==> src/rtl/instr_prefetch_if.sv <==
// ============================================================================
//  Module   : instr_prefetch_if
//  Brief    : ROM fetch, flush redirect and consumer handshake bundle for
//             instr_prefetch.
//  Revision : 1.0  initial release
// ============================================================================
`default_nettype none

interface instr_prefetch_if;
    logic [15:0] rom_addr;
    logic [15:0] rom_data;
    logic        flush;
    logic [15:0] flush_addr;
    logic [15:0] instr_out;
    logic [15:0] instr_pc;
    logic        instr_valid;
    logic        instr_ready;
    logic [3:0]  level;

    // master = the prefetcher, slave = ROM plus consumer side
    modport master (
        output rom_addr,
        input  rom_data,
        input  flush,
        input  flush_addr,
        output instr_out,
        output instr_pc,
        output instr_valid,
        input  instr_ready,
        output level
    );

    modport slave (
        input  rom_addr,
        output rom_data,
        output flush,
        output flush_addr,
        input  instr_out,
        input  instr_pc,
        input  instr_valid,
        output instr_ready,
        input  level
    );
endinterface

`default_nettype wire

==> src/rtl/instr_prefetch.sv <==
// ============================================================================
//  Module   : instr_prefetch
//  Brief    : Instruction prefetch queue in front of a 1-cycle-latency ROM,
//             with flush/redirect. Optional macro PREFETCH_STALL_CNT_EN adds
//             a saturating consumer stall counter output (stall_cnt).
//  Revision : 1.0  initial release
// ============================================================================
`default_nettype none

module instr_prefetch #(
    parameter int DEPTH = 4
) (
    input  logic                  clk,
    input  logic                  rst,
    instr_prefetch_if.master      bus
`ifdef PREFETCH_STALL_CNT_EN
    ,
    output logic [15:0]           stall_cnt
`endif
);

    localparam int        PW      = $clog2(DEPTH);
    localparam logic [4:0] c_DEPTH = 5'(DEPTH);

    logic [15:0]   r_fetch_pc;
    logic [15:0]   r_inflight_pc;
    logic          r_inflight;
    logic [15:0]   r_q_data [DEPTH];
    logic [15:0]   r_q_pc   [DEPTH];
    logic [PW-1:0] r_wptr;
    logic [PW-1:0] r_rptr;
    logic [3:0]    r_level;

    logic          w_pop;
    logic          w_push;
    logic          w_issue;
    logic [4:0]    w_occupancy;

    assign w_pop       = (r_level != 4'd0) && bus.instr_ready && !bus.flush;
    assign w_push      = r_inflight && !bus.flush;
    // Slots already spoken for (queued + in flight), minus the one freed by a pop now
    assign w_occupancy = {1'b0, r_level} + {4'd0, r_inflight} - {4'd0, w_pop};
    assign w_issue     = !bus.flush && (w_occupancy < c_DEPTH);

    assign bus.rom_addr    = r_fetch_pc;
    assign bus.instr_valid = (r_level != 4'd0);
    assign bus.instr_out   = r_q_data[r_rptr];
    assign bus.instr_pc    = r_q_pc[r_rptr];
    assign bus.level       = r_level;

    always_ff @(posedge clk or posedge rst) begin
        if (rst) begin
            r_fetch_pc    <= '0;
            r_inflight_pc <= '0;
            r_inflight    <= 1'b0;
        end else if (bus.flush) begin
            r_fetch_pc    <= bus.flush_addr;
            r_inflight    <= 1'b0;
        end else begin
            r_inflight    <= w_issue;
            if (w_issue) begin
                r_inflight_pc <= r_fetch_pc;
                r_fetch_pc    <= r_fetch_pc + 16'd1;
            end
        end
    end

    always_ff @(posedge clk or posedge rst) begin
        if (rst) begin
            for (int i = 0; i < DEPTH; i++) begin
                r_q_data[i] <= '0;
                r_q_pc[i]   <= '0;
            end
            r_wptr  <= '0;
            r_rptr  <= '0;
            r_level <= '0;
        end else if (bus.flush) begin
            r_wptr  <= '0;
            r_rptr  <= '0;
            r_level <= '0;
        end else begin
            if (w_push) begin
                r_q_data[r_wptr] <= bus.rom_data;
                r_q_pc[r_wptr]   <= r_inflight_pc;
                r_wptr           <= r_wptr + 1'b1;
            end
            if (w_pop) begin
                r_rptr <= r_rptr + 1'b1;
            end
            if (w_push && !w_pop) begin
                r_level <= r_level + 4'd1;
            end else if (!w_push && w_pop) begin
                r_level <= r_level - 4'd1;
            end
        end
    end

`ifdef PREFETCH_STALL_CNT_EN
    logic [15:0] r_stall_cnt;

    always_ff @(posedge clk or posedge rst) begin
        if (rst) begin
            r_stall_cnt <= '0;
        end else if (bus.instr_ready && (r_level == 4'd0) && (r_stall_cnt != 16'hFFFF)) begin
            r_stall_cnt <= r_stall_cnt + 16'd1;
        end
    end

    assign stall_cnt = r_stall_cnt;
`endif

endmodule

`default_nettype wire

==> src/flat_wrapper.sv <==
// flat-port wrapper written by rule: the top's interface ports become plain ports
module instr_prefetch_flat 
#(
    parameter int DEPTH = 4
)
  (clk, rst, bus_rom_addr, bus_rom_data, bus_flush, bus_flush_addr, bus_instr_out, bus_instr_pc, bus_instr_valid, bus_instr_ready, bus_level);
  instr_prefetch_if bus_i ();
  input  logic clk;
  input  logic rst;
  output wire logic [$bits(bus_i.rom_addr)-1:0] bus_rom_addr;
  input wire logic [$bits(bus_i.rom_data)-1:0] bus_rom_data;
  input wire logic [$bits(bus_i.flush)-1:0] bus_flush;
  input wire logic [$bits(bus_i.flush_addr)-1:0] bus_flush_addr;
  output wire logic [$bits(bus_i.instr_out)-1:0] bus_instr_out;
  output wire logic [$bits(bus_i.instr_pc)-1:0] bus_instr_pc;
  output wire logic [$bits(bus_i.instr_valid)-1:0] bus_instr_valid;
  input wire logic [$bits(bus_i.instr_ready)-1:0] bus_instr_ready;
  output wire logic [$bits(bus_i.level)-1:0] bus_level;
  assign bus_rom_addr = bus_i.rom_addr;
  assign bus_i.rom_data = bus_rom_data;
  assign bus_i.flush = bus_flush;
  assign bus_i.flush_addr = bus_flush_addr;
  assign bus_instr_out = bus_i.instr_out;
  assign bus_instr_pc = bus_i.instr_pc;
  assign bus_instr_valid = bus_i.instr_valid;
  assign bus_i.instr_ready = bus_instr_ready;
  assign bus_level = bus_i.level;
  instr_prefetch #(.DEPTH(DEPTH)) u_core (.clk(clk), .rst(rst), .bus(bus_i));
endmodule
==> config.mk <==
export PLATFORM = sky130hd
export DESIGN_NAME = instr_prefetch_flat
export DESIGN_NICKNAME = d
export VERILOG_FILES = /design/src/rtl/instr_prefetch_if.sv /design/src/rtl/instr_prefetch.sv /design/src/flat_wrapper.sv
export SDC_FILE = /design/constraint.sdc
export NUM_CORES = 1
export LEC_CHECK = 0
export BUFFER_PORTS_ARGS = -buffer_cell sky130_fd_sc_hd__buf_2
export CAP_MARGIN = 20
export CORE_ASPECT_RATIO = 0.75
export CORE_MARGIN = 4
export CORE_UTILIZATION = 59
export DETAILED_ROUTE_END_ITERATION = 12
export GPL_ROUTABILITY_DRIVEN = 0
export PLACE_DENSITY = 0.8
export SLEW_MARGIN = 15
export SYNTH_ARGS = -nofsm -noshare
export SYNTH_HDL_FRONTEND = slang
export SYNTH_SLANG_ARGS = --single-unit
==> constraint.sdc <==
create_clock -name clk -period 6.9 [get_ports clk]
set_input_delay 0.345 -clock clk [delete_from_list [all_inputs] [get_ports clk]]
set_output_delay 0.345 -clock clk [all_outputs]
set_load 0.02 [all_outputs]
==> flow_metrics.py <==
metrics = {
    "critical_path": {
        "crit_chain": "inv_1 > ha_1 > nor3b_1 > inv_1 > nand2_1 > nor2_1 > ha_1 > inv_1 > ha_1 > and3b_1 > or4_4 > a22oi_2 > and2_4 > mux2_2",
        "critPathMaxFanout": 21,
        "crit_path_max_incr_delay_ns": 0.85,
        "crit_arrival_ns": 4.55,
        "required_ns": 7.21,
        "crit_type": "reg2reg",
        "start_kind": "flip-flop",
        "cp_slowest_cell": "a22oi_2",
        "crit_path_end_kind": "flip-flop",
    },
    "die": {
        "num_rows": 36,
        "die_h_um": 108,
        "start_util": 0.602,
        "dieWidth_um": 141,
        "core_area_um2": 13000,
        "dieArea_um2": 15200,
        "num_io_pins": 89,
    },
    "cts": {
        "post-cts-setup-buffers": 0,
        "clk_path_buf_depth": 2,
        "clock_latency_ns": 0.42,
        "clkSinkCount": 169,
        "cts_resized": 0,
        "cts_tree": "done",
        "cts_root_buffer": "clkbuf_16",
        "numCtsBuffers": 17,
        "clkSlewWorstSetupHoldPaths_ns": 0.07,
        "cts_hold_buf": 0,
        "htree_levels": 4,
    },
    "layout": {
        "antennaDiodeCount": 0,
        "area_growth_pct": 14.3,
        "final_area_um2": 8960,
        "final_common_cell": "dfrtp_1",
        "final_cell_mix": "dfrtp_1, mux2_2, buf_2, mux4_2, nand2_1",
        "drive_above_1_share": 0.487,
        "layout.nets": 674,
        "n_fill_cell": 896,
    },
    "power_and_ir_drop": {
        "switchingPower_uw": 1520,
        "power_frac_seq": 0.384,
        "power.density_nw_per_um2": 472,
        "swShare": 0.360,
        "ir_drop_v": 0.000251,
        "p_int_uw": 2710,
        "combPwrFrac": 0.398,
        "clkPwrFrac": 0.218,
        "leakage_uw": 0.00425,
    },
    "yosys": {
        "yosysWarnings": 0,
        "syn_avg_cell_area_um2": 14.5,
        "synth_top_area_share": 0.540,
        "synth_ff_type": "dfrtp_1",
        "synthesis.nets": 590,
        "synth_cells": 541,
        "synth_edf_count": 0,
        "synthDistinctLibCells": 46,
        "synth_area_leaders": "dfrtp_1, mux2_2, mux4_2",
        "synth_top_cell_by_area": "dfrtp_1",
        "synth-seq-cells": 169,
        "netlist_area_um2": 7840,
        "ys_async_sr_fraction": 1.00,
        "yosysSeqAreaShare": 0.540,
    },
    "status": {
        "outcome": "finished clean",
    },
    "global_route": {
        "grt_pass1_vias": 5078,
        "grt_start_max_net_pins": 96,
        "grt_overflow": 0,
        "antenna_found_initial": 0,
        "grt_pass1_wl_um": 26600,
        "track_usage": 0.226,
    },
    "sta": {
        "min_period_over_period": 0.615,
        "period_minus_slack_ns": 4.25,
        "setup_viol": 0,
        "finalMaxSlewViolations": 0,
        "finClkSkew_ns": 0.00688,
        "tightest_slew_ns": 1.10,
        "relSlewSlack": 0.266,
        "hold_viol": 0,
        "fmax_mhz": 235,
        "rsz0062_at_grt": "false",
        "finalSetupTns_ns": 0,
    },
    "detailed_routing": {
        "drc": 0,
        "dr.pass1.iters": 4,
        "drtIter0Drc": 307,
        "ant_nets": 0,
        "via_count": 4775,
        "wl_per_cell_um": 20.1,
        "totalWireLength_um": 16200,
        "post_drt_via_cell_ratio": 5.90,
    },
    "place": {
        "portBuffers": 88,
        "hpwl_um": 10400,
        "dpl_cell_area_um2": 8390,
    },
    "worst_hold_path": {
        "min_path_type": "in2async",
    },
    "flow_run": {
        "cap_violations": 0,
    },
}
## layout make-up
| type | count | area [um2] | share of cell area |
|---|---|---|---|
| Tap cell | 171 | 214 | 0.0239 |
| Clock buffer | 18 | 439 | 0.0490 |
| Sequential cell | 169 | 4230 | 0.472 |
| Inverter | 20 | 80.1 | 0.00893 |
| Multi-Input combinational cell | 322 | 3370 | 0.376 |
| Clock inverter | 14 | 135 | 0.0151 |
| Timing Repair Buffer | 95 | 493 | 0.0550 |
## power by group through the flow
stage / registers, uW / clock network [uW] / logic (uW)
6_report: 1620 / 924 / 1680
2_1_floorplan: 1580 / 0 / 1330
5_1_grt: 1680 / 983 / 1810
3_3_place_gp: 1590 / 0 / 1630
4_1_cts: 1620 / 938 / 1710
3_5_place_dp: 1630 / 0 / 1700
## cell families after synthesis
group	Yosys count	synth area share
xor gates and xnor gates	9	0.0101
and+or+nand+nor	82	0.0543
muxes	185	0.315
DFF	169	0.540
AOI/OAI and AO/OA	33	0.0294
buffers and inverters	50	0.0305
adders and majority gates	13	0.0217
## synthesized netlist by cell type (4+ instances only)
cell        n
mux2i_1     9
nand3_1    11
nor2b_1     6
dfrtp_1   169
ha_1       12
a21oi_1     4
inv_1      20
o21ai_0     7
mux2_4      9
mux2_2    135
a22oi_1     4
nand4_1     5
nor4_1      4
mux4_2     32
nor2_1     15
nand2_1    20
clkbuf_1   10
xnor2_1     7
a31oi_1     5
buf_1      13
and3_1      4
## per-layer routing
metal | global-route usage | wire [um] | up-vias
li1 | - | - | 2147
met1 | 0.315 | 7290 | 2479
met2 | 0.365 | 8000 | 132
met3 | 0.0453 | 782 | 17
met4 | 0.0657 | 157 | 0
met5 | 0 | 0 | -
## through the flow
| step | std cells | power [uW] | setup WS, ns | hold WS, ns | util |
|---|---|---|---|---|---|
| after detailed placement | 777 | 3330 | 2.68 | 0.490 | 0.644 |
| after global routing | 809 | 4470 | 2.34 | 0.145 | 0.688 |
| after CTS | 809 | 4270 | 2.66 | 0.119 | 0.688 |
| after global placement | 777 | 3230 | 2.87 | 0.481 | 0.644 |
| final | 809 | 4230 | 2.65 | 0.112 | 0.688 |
| after floorplan | 541 | 2910 | 1.98 | 0.461 | - |
## critical path, delay by kind of cell, from the launching register on
family	cells	cell delay (ns)
AOI/OAI and AO/OA	1	0.85
DFF	1	0.42
muxes	1	0.37
adders and majority gates	3	0.57
buffers and inverters	3	0.30
and+or+nand+nor	6	1.61
## state kept, by name, summed over array words and instances, names as in the netlist
signal / count
u_core.r_rptr: 2
u_core.r_inflight: 1
u_core.bus.level: 4
u_core.r_wptr: 2
u_core.bus.rom_addr: 16
u_core.r_q_pc: 64
u_core.r_inflight_pc: 16
u_core.r_q_data: 64
## path summary, 6_finish.rpt
check,startpoint,endpoint,slack [ns],cells after the start
max,u_core.bus.level[3]$_DFFE_PP0P_,u_core.r_inflight_pc[10]$_DFFE_PP0P_,2.65,14
min,rst,u_core.r_q_data[44]$_DFFE_PP0P_,0.11,2
max reg2reg,u_core.bus.level[3]$_DFFE_PP0P_,u_core.r_inflight_pc[10]$_DFFE_PP0P_,2.65,14
min reg2reg,u_core.r_q_pc[25]$_DFFE_PP0P_,u_core.r_q_pc[25]$_DFFE_PP0P_,0.50,1
max in group asynchronous,rst,u_core.r_q_pc[3]$_DFFE_PP0P_,5.32,3
min in group clk,bus_flush_addr[12],u_core.bus.rom_addr[12]$_DFFE_PP0P_,0.12,3
(Power assumes the default switching activity.)
